`src/rtl/stopwatch_pkg.sv`:
```
// Shared types and constants for the stopwatch control path.
package stopwatch_pkg;

  typedef enum logic [1:0] {
    IDLE    = 2'd0,
    RUNNING = 2'd1,
    PAUSED  = 2'd2,
    LAP     = 2'd3
  } state_t;

  localparam int CLK_HZ_DEFAULT   = 50000000;
  localparam int DEBOUNCE_DEFAULT = 1000000;

  // Prescaler width to hold 0..div-1; never narrower than one bit.
  function automatic int prescaler_width(input int div);
    return (div > 1) ? $clog2(div) : 1;
  endfunction

endpackage

```
`src/rtl/stopwatch_control_button_debouncer.sv`:
```
// Raw pushbutton to one-cycle press pulse: 2-flop synchroniser, run-length debounce.
module button_debouncer #(
  parameter int DEBOUNCE_CYCLES = 1000000
) (
  input  logic clock,
  input  logic reset,
  input  logic raw,
  output logic press
);

  localparam int CW = $clog2(DEBOUNCE_CYCLES);
  localparam logic [CW-1:0] LAST = CW'(DEBOUNCE_CYCLES - 1);

  logic          sync_a;
  logic          sync_b;
  logic          stable;
  logic [CW-1:0] count;

  always_ff @(posedge clock or posedge reset) begin
    if (reset) begin
      sync_a <= 1'b0;
      sync_b <= 1'b0;
      stable <= 1'b0;
      count  <= '0;
      press  <= 1'b0;
    end else begin
      sync_a <= raw;
      sync_b <= sync_a;
      press  <= 1'b0;
      if (sync_b != stable) begin
        // Accept the new level on the Nth consecutive differing sample.
        if (count == LAST) begin
          stable <= sync_b;
          count  <= '0;
          press  <= sync_b;
        end else begin
          count <= count + 1'b1;
        end
      end else begin
        count <= '0;
      end
    end
  end

endmodule

```
`src/rtl/stopwatch_control.sv`:
```
// Stopwatch run/pause/lap sequencer with debounced buttons and tick prescaler.
//   state   | meaning
//   IDLE    | cleared, not counting
//   RUNNING | counting, display live
//   PAUSED  | not counting, prescaler progress held
//   LAP     | counting, display frozen
module stopwatch_control
  import stopwatch_pkg::*;
#(
  parameter int CLK_HZ          = CLK_HZ_DEFAULT,
  parameter int TICK_HZ         = 1,
  parameter int DEBOUNCE_CYCLES = DEBOUNCE_DEFAULT
) (
  input  logic clock,
  input  logic reset,
  input  logic btn_start_stop,
  input  logic btn_clear,
  input  logic btn_lap,
  output logic running,
  output logic tick,
  output logic clear,
  output logic freeze
);

  localparam int DIV = CLK_HZ / TICK_HZ;
  localparam int PW  = prescaler_width(DIV);
  localparam logic [PW-1:0] LAST = PW'(DIV - 1);

  logic          press_start_stop;
  logic          press_clear;
  logic          press_lap;
  state_t        state;
  state_t        state_next;
  logic [PW-1:0] prescaler;

  button_debouncer #(.DEBOUNCE_CYCLES(DEBOUNCE_CYCLES)) u_db_start_stop (
    .clock(clock), .reset(reset), .raw(btn_start_stop), .press(press_start_stop)
  );
  button_debouncer #(.DEBOUNCE_CYCLES(DEBOUNCE_CYCLES)) u_db_clear (
    .clock(clock), .reset(reset), .raw(btn_clear), .press(press_clear)
  );
  button_debouncer #(.DEBOUNCE_CYCLES(DEBOUNCE_CYCLES)) u_db_lap (
    .clock(clock), .reset(reset), .raw(btn_lap), .press(press_lap)
  );

  always_ff @(posedge clock or posedge reset) begin
    if (reset) state <= IDLE;
    else       state <= state_next;
  end

  // Priority: clear over start_stop over lap; losers in the same cycle are dropped.
  always_comb begin
    state_next = state;
    running    = (state == RUNNING) || (state == LAP);
    freeze     = (state == LAP);
    if (press_clear) begin
      state_next = IDLE;
    end else if (press_start_stop) begin
      case (state)
        IDLE, PAUSED: state_next = RUNNING;
        RUNNING, LAP: state_next = PAUSED;
        default:      state_next = IDLE;
      endcase
    end else if (press_lap) begin
      case (state)
        RUNNING: state_next = LAP;
        LAP:     state_next = RUNNING;
        default: state_next = state;
      endcase
    end
  end

  always_ff @(posedge clock or posedge reset) begin
    if (reset) begin
      prescaler <= '0;
      tick      <= 1'b0;
      clear     <= 1'b0;
    end else begin
      clear <= press_clear;
      tick  <= 1'b0;
      if (press_clear) begin
        prescaler <= '0;
      end else if (running) begin
        if (prescaler == LAST) begin
          prescaler <= '0;
          tick      <= 1'b1;
        end else begin
          prescaler <= prescaler + 1'b1;
        end
      end
    end
  end

endmodule
```
`config.mk`:
```
export PLATFORM = sky130hd
export DESIGN_NAME = stopwatch_control
export DESIGN_NICKNAME = d
export VERILOG_FILES = /design/src/rtl/stopwatch_pkg.sv /design/src/rtl/stopwatch_control_button_debouncer.sv /design/src/rtl/stopwatch_control.sv
export SDC_FILE = /design/constraint.sdc
export NUM_CORES = 1
export LEC_CHECK = 0
export CAP_MARGIN = 0
export CELL_PAD_IN_SITES_DETAIL_PLACEMENT = 0
export CELL_PAD_IN_SITES_GLOBAL_PLACEMENT = 1
export CORE_MARGIN = 2
export CORE_UTILIZATION = 52
export CTS_BUF_LIST = sky130_fd_sc_hd__clkbuf_8
export DETAILED_ROUTE_END_ITERATION = 16
export PLACE_DENSITY_LB_ADDON = 0.12
export SETUP_SLACK_MARGIN = 0.3
export SLEW_MARGIN = 5
export SYNTH_ARGS = -nofsm -noshare
export SYNTH_HDL_FRONTEND = slang
export SYNTH_HIERARCHICAL = 1
export SYNTH_SLANG_ARGS = --single-unit
```
`constraint.sdc`:
```
create_clock -name clock -period 2.17 [get_ports clock]
set_input_delay 0.434 -clock clock [delete_from_list [all_inputs] [get_ports clock]]
set_output_delay 0.434 -clock clock [all_outputs]
set_load 0.02 [all_outputs]
```
==> results.txt, run 1 <==
die width: 104 um
Storage cell area: 0.00256 mm^2
vias in the first global route: 3738
CTS max path bufs: 2
Worst setup EP type: flop
required time worst endpoint: 2.44 ns
Synth Register Bits: 102
Post-synth EDFFs: 0
Period minus WS final: 1.84 ns
Die Area: 0.0108 mm^2
Detail Route Antenna Nets: 0
grt ovf: 0
syn nets: 505
total power: 3.22 mW
Reg2Reg Launch Point: u_db_clear/count[6]
Inserted Diodes: 0
core box area: 0.00973 mm^2
power per cell area: 541 mW/mm^2
final count of pins violating max slew: 0
Syn Area/Cell: 10.5 um^2
crit path from: u_db_clear/count[6]
detailed-route wire length per cell: 14.8 um
first-pass GRT wire length: 17.7 mm
Fin. Hold Viols: 0
count of input and output buffers: 8
setup ws final: 0.329 ns
commonest cells after routing, fill and taps aside: dfrtp_1, nor2_1, xor2_1
Least-Margin Pin Slew: 0.426 ns
total number of vias: 3843
# fillers: 872
Setup CP Type: flop to flop
# nets final: 548
Synth top area share: 0.491
share of layout cells above drive strength 1: 0.199
CP max FO: 4
Syn Std Cell Area: 0.00520 mm^2
worst min path class: flop to flop
startpoint types: flop
fraction of registers with async set or reset after synthesis: 1.00
total wire length: 9.99 mm
synthesis-to-layout area growth: 14.4%
via/cell ratio: 5.68
leading area contributor after synthesis: dfrtp_1
most common cell after layout, fill and taps aside: dfrtp_1
VDD IR max: 0.455 mV
reg2reg end: u_db_clear/stable
starting density of the core: 0.534
sequential area share after synthesis: 0.491
Top Ports: 9
largest net degree at the start of global routing: 31
Cells after Synth: 496
Die H: 104 um
clk root buf: clkbuf_8
skew final: 0.00735 ns
RSZ-0062 raised after global routing: yes
Reg clk slew, reported paths: 0.09 ns
Post-Place Setup Slack: 0.250 ns
Final TNS setup: 0 ns
top post-synthesis cells by area: dfrtp_1, xor2_1, nor2_1
Clock Sinks: 102
CTS buffer count: 9
Leak: 2.58 nW
status: completed
Worst R2R Path Depth: 4
# H-tree levels: 3
HPWL Detailed: 6.68 mm
Max-cap violations: 0
most common flop cell mapped by yosys: dfrtp_1
RePlAce Congestion: 0.820
Tot GR Track Use: 0.200
floorplan row count: 36
final setup vio count: 0
initial antenna violation count: 0
multi-input logic area: 0.00264 mm^2
r2r setup slk: 0.33 ns
Synth cell types: 54
TritonCTS clock tree: yes
DRT iter0 DRCs: 138
number of remaining DRC errors: 0
Clock Latency Late Sink: 0.38 ns
first drt pass iteration count: 4
normalized max-slew margin: 0.715
Fmax: 0.543 GHz
final clock period utilization by the worst path: 0.848
Hold Path Cell Cnt: 0
number of synthesis warnings: 6
crit path DAT: 2.11 ns
Critical Path End: u_db_clear/stable
## per-stage QoR
step	cell area, um^2	cells	utilization	hold slack [ns]
final	5950	677	0.611	0.356
after global routing	5950	677	0.611	0.368
after CTS	5770	667	0.593	0.360
after detailed placement	5510	643	0.566	0.336
after global placement	5510	643	0.566	0.334
after floorplan	5200	496	-	0.331
## where the power goes
group          internal [mW]  switching, mW  total, mW
Sequential              1.92         0.0178       1.94
Clock                  0.513          0.654       1.17
Combinational         0.0410         0.0717      0.113
Total                   2.47          0.743       3.22
## Yosys cell counts, types with 12 or more instances
cell and instances:
and3_1 14, nand4_1 18, dfrtp_1 102, nor2_1 68, nand3_1 29, xnor2_1 22, xor2_1 37, inv_1 12
nand2_1 35, a21oi_1 19
## logic make-up after synthesis
| group | after synthesis | synth area share |
|---|---|---|
| and+or+nand+nor | 252 | 0.291 |
| DFF | 102 | 0.491 |
| xor gates and xnor gates | 59 | 0.0994 |
| AOI/OAI and AO/OA | 50 | 0.0746 |
| buffers and inverters | 23 | 0.0212 |
| muxes | 6 | 0.0137 |
| adders and majority gates | 4 | 0.00963 |
## metal layers
metal	vias up	track usage	share of wire
met5	-	0	0
met4	0	0.0589	0.016
met2	65	0.315	0.47
li1	1867	-	-
met3	20	0.0583	0.040
met1	1891	0.269	0.47
## worst min-delay path by stage
stage | slack (ns) | end | from
CTS | 0.36 | u_db_start_stop/sync_b | u_db_start_stop/sync_a
detailed placement | 0.34 | u_db_start_stop/sync_b | u_db_start_stop/sync_a
floorplan | 0.33 | u_db_clear/sync_b | u_db_clear/sync_a
global placement | 0.33 | u_db_start_stop/sync_b | u_db_start_stop/sync_a
finish | 0.36 | u_db_start_stop/sync_b | u_db_start_stop/sync_a
global route | 0.37 | u_db_lap/sync_b | u_db_lap/sync_a
## critical path, stage by stage (launching register included)
cell	delay, ns
dfrtp_1	0.43
nor4_4	0.30
nand4_2	0.16
or4_4	0.54
mux2_4	0.31
## repair_timing
action,CTS,global route
hold buffers,0,0
setup endpoints to repair,11,54
gates resized for setup,7,22
endpoints found under the hold margin,0,0
cloned,0,0
pin swaps,5,11
buffers inserted,8,10
## sequential cells by signal, summed over array words and instances (netlist names)
register / cells
prescaler: 26
u_db_clear/count: 20
u_db_lap/count: 20
u_db_start_stop/count: 20
state: 2
clear: 1
tick: 1
u_db_clear/press: 1
u_db_clear/stable: 1
u_db_clear/sync_a: 1
u_db_clear/sync_b: 1
u_db_lap/press: 1
u_db_lap/stable: 1
u_db_lap/sync_a: 1
u_db_lap/sync_b: 1
u_db_start_stop/press: 1
u_db_start_stop/stable: 1
u_db_start_stop/sync_a: 1
u_db_start_stop/sync_b: 1
## cell type report
cell class,count,share of cell area
Multi-Input combinational cell,371,0.443
Tap cell,133,0.0280
Timing Repair Buffer,43,0.0574
Clock buffer,12,0.0278
Inverter,12,0.00757
Clock inverter,4,0.00505
Sequential cell,102,0.431
No activity file was read; power rests on OpenSTA's default activity.
==> run 2: changes to the inputs <==
CORE_UTILIZATION = 47   (was 52)
clock period = 1.5 ns   (was 2.17 ns; I/O delays follow)
==> results.txt, run 2 (same netlist as run 1, synthesis figures left out) <==
total number of vias: 4369 (+14%)
Inserted Diodes: 0 (unchanged)
detailed-route wire length per cell: 15.1 um (+2.2%)
initial antenna violation count: 0 (unchanged)
crit path DAT: 2.12 ns (about the same)
Reg clk slew, reported paths: 0.10 ns (about the same)
final count of pins violating max slew: 0 (unchanged)
multi-input logic area: 0.00300 mm^2 (+14%)
Post-Place Setup Slack: -0.347 ns (-0.598 ns)
CTS buffer count: 9 (unchanged)
setup ws final: -0.338 ns (-0.667 ns)
normalized max-slew margin: 0.745 (+0.0306)
# H-tree levels: 3 (unchanged)
CP max FO: 4 (unchanged)
die width: 109 um (+5.0%)
Biggest register: prescaler
count of input and output buffers: 8 (unchanged)
largest net degree at the start of global routing: 31 (unchanged)
total wire length: 12.5 mm (+25%)
RePlAce Congestion: 0.808 (-1.5%)
Setup CP Type: flop to flop
vias in the first global route: 4505 (+21%)
Least-Margin Pin Slew: 0.380 ns (-0.0456 ns)
# fillers: 828 (-5.0%)
status: finished, violations left
share of layout cells above drive strength 1: 0.481 (+0.283)
Clock Latency Late Sink: 0.39 ns (about the same)
number of remaining DRC errors: 0 (unchanged)
required time worst endpoint: 1.79 ns (-0.65 ns)
Worst setup EP type: flop
total power: 4.87 mW (+51%)
Max-cap violations: 0 (unchanged)
Period minus WS final: 1.84 ns (-0.00285 ns)
core box area: 0.0108 mm^2 (+11%)
final clock period utilization by the worst path: 1.23 (+0.377)
failing checks: negative setup slack
power per cell area: 645 mW/mm^2 (+19%)
clk root buf: clkbuf_8
Fin. Hold Viols: 0 (unchanged)
Clock Sinks: 102 (unchanged)
# nets final: 692 (+26%)
grt ovf: 0 (unchanged)
max reg flops: 26 (unchanged)
Die H: 109 um (+5.0%)
hold_buf cts: 0 (unchanged)
TritonCTS clock tree: yes
skew final: 0.00791 ns (+0.000563 ns)
Tot GR Track Use: 0.222 (+0.0220)
commonest cells after routing, fill and taps aside: buf_4, dfrtp_1, xor2_1
synthesis-to-layout area growth: 45.2%
HPWL Detailed: 8.37 mm (+25%)
starting density of the core: 0.480 (-0.0548)
first drt pass iteration count: 4 (unchanged)
Storage cell area: 0.00256 mm^2 (-0.20%)
DRT iter0 DRCs: 144 (+4.3%)
Die Area: 0.0119 mm^2 (+10%)
Detail Route Antenna Nets: 0 (unchanged)
via/cell ratio: 5.28 (-7.0%)
Top Ports: 9 (unchanged)
Leak: 3.38 nW (+31%)
first-pass GRT wire length: 20.6 mm (+17%)
startpoint types: flop
Final TNS setup: -19.82 ns (-19.82 ns)
most common cell after layout, fill and taps aside: buf_4
Fmax: 0.544 GHz (+0.16%)
RSZ-0062 raised after global routing: yes
floorplan row count: 38 (+5.6%)
VDD IR max: 0.524 mV (+15%)
worst min path class: input pin to flop
final setup vio count: 92 (+92)
CTS max path bufs: 2 (unchanged)
run 2: cell types whose count changed in the layout (fill, tap and decap cells not counted), moves of 4 or more:
cell,previous run,this run
dfrtp_2,8,4
a21oi_1,19,5
buf_12,0,4
buf_4,35,154
nor2_2,0,33
buf_6,0,24
nor2_1,68,27
nor2_4,0,8
a21oi_2,0,13
dfrtp_1,94,98
run 2: repair_timing:
item | 4_1_cts | 5_1_grt
resized for setup | 82 | 60
setup buffers | 18 | 9
setup endpoints to repair | 97 | 97
hold endpoints to repair | 0 | 0
cloned | 1 | 1
pin swaps | 15 | 17
run 2: critical path, cell delays in order (launching register included):
cell and delay [ns]:
dfrtp_1 0.45, nor4b_4 0.29, buf_4 0.17, nand4_4 0.13
o31a_4 0.30, and3_1 0.17, a211o_1 0.22
run 2: path summary, 6_finish.rpt:
check | startpoint | endpoint | slack, ns | depth (start not counted)
min in group asynchronous | reset | u_db_clear/count[0] | 0.37 | 3
max | prescaler[8] | prescaler[22] | -0.34 | 6
min | btn_clear | u_db_clear/sync_a | 0.34 | 1
max in group asynchronous | reset | u_db_lap/count[10] | 0.87 | 3
max reg2reg | prescaler[8] | prescaler[22] | -0.34 | 6
min reg2reg | u_db_start_stop/sync_a | u_db_start_stop/sync_b | 0.37 | 0
run 2: per-stage QoR:
stage / hold WS, ns / area [um^2] / utilization / std cells
6_report: 0.337 / 7550 / 0.697 / 828
5_1_grt: 0.311 / 7550 / 0.697 / 828
4_1_cts: 0.312 / 7220 / 0.666 / 818
3_5_place_dp: 0.350 / 6650 / 0.614 / 783
3_3_place_gp: 0.349 / 6650 / 0.614 / 783
2_1_floorplan: 0.314 / 5300 / - / 496
run 2: cell type report:
cell class,count,area share
clock buffer,10,0.0182
clock inverter,6,0.00829
inverter,12,0.00597
multi-input combinational,371,0.398
sequential,102,0.339
tap,140,0.0232
timing repair buffer,187,0.208
run 2: report_power, final:
part,internal [mW],switching (mW)
Sequential,2.78,0.0194
Combinational,0.123,0.141
Clock,0.811,0.999
Total,3.71,1.16
run 2: metal layers:
layer | vias up | track usage | share of wire
met2 | 27 | 0.389 | 0.52
met3 | 15 | 0.0514 | 0.019
li1 | 2152 | - | -
met1 | 2175 | 0.270 | 0.44
met5 | - | 0 | 0
met4 | 0 | 0.0705 | 0.014
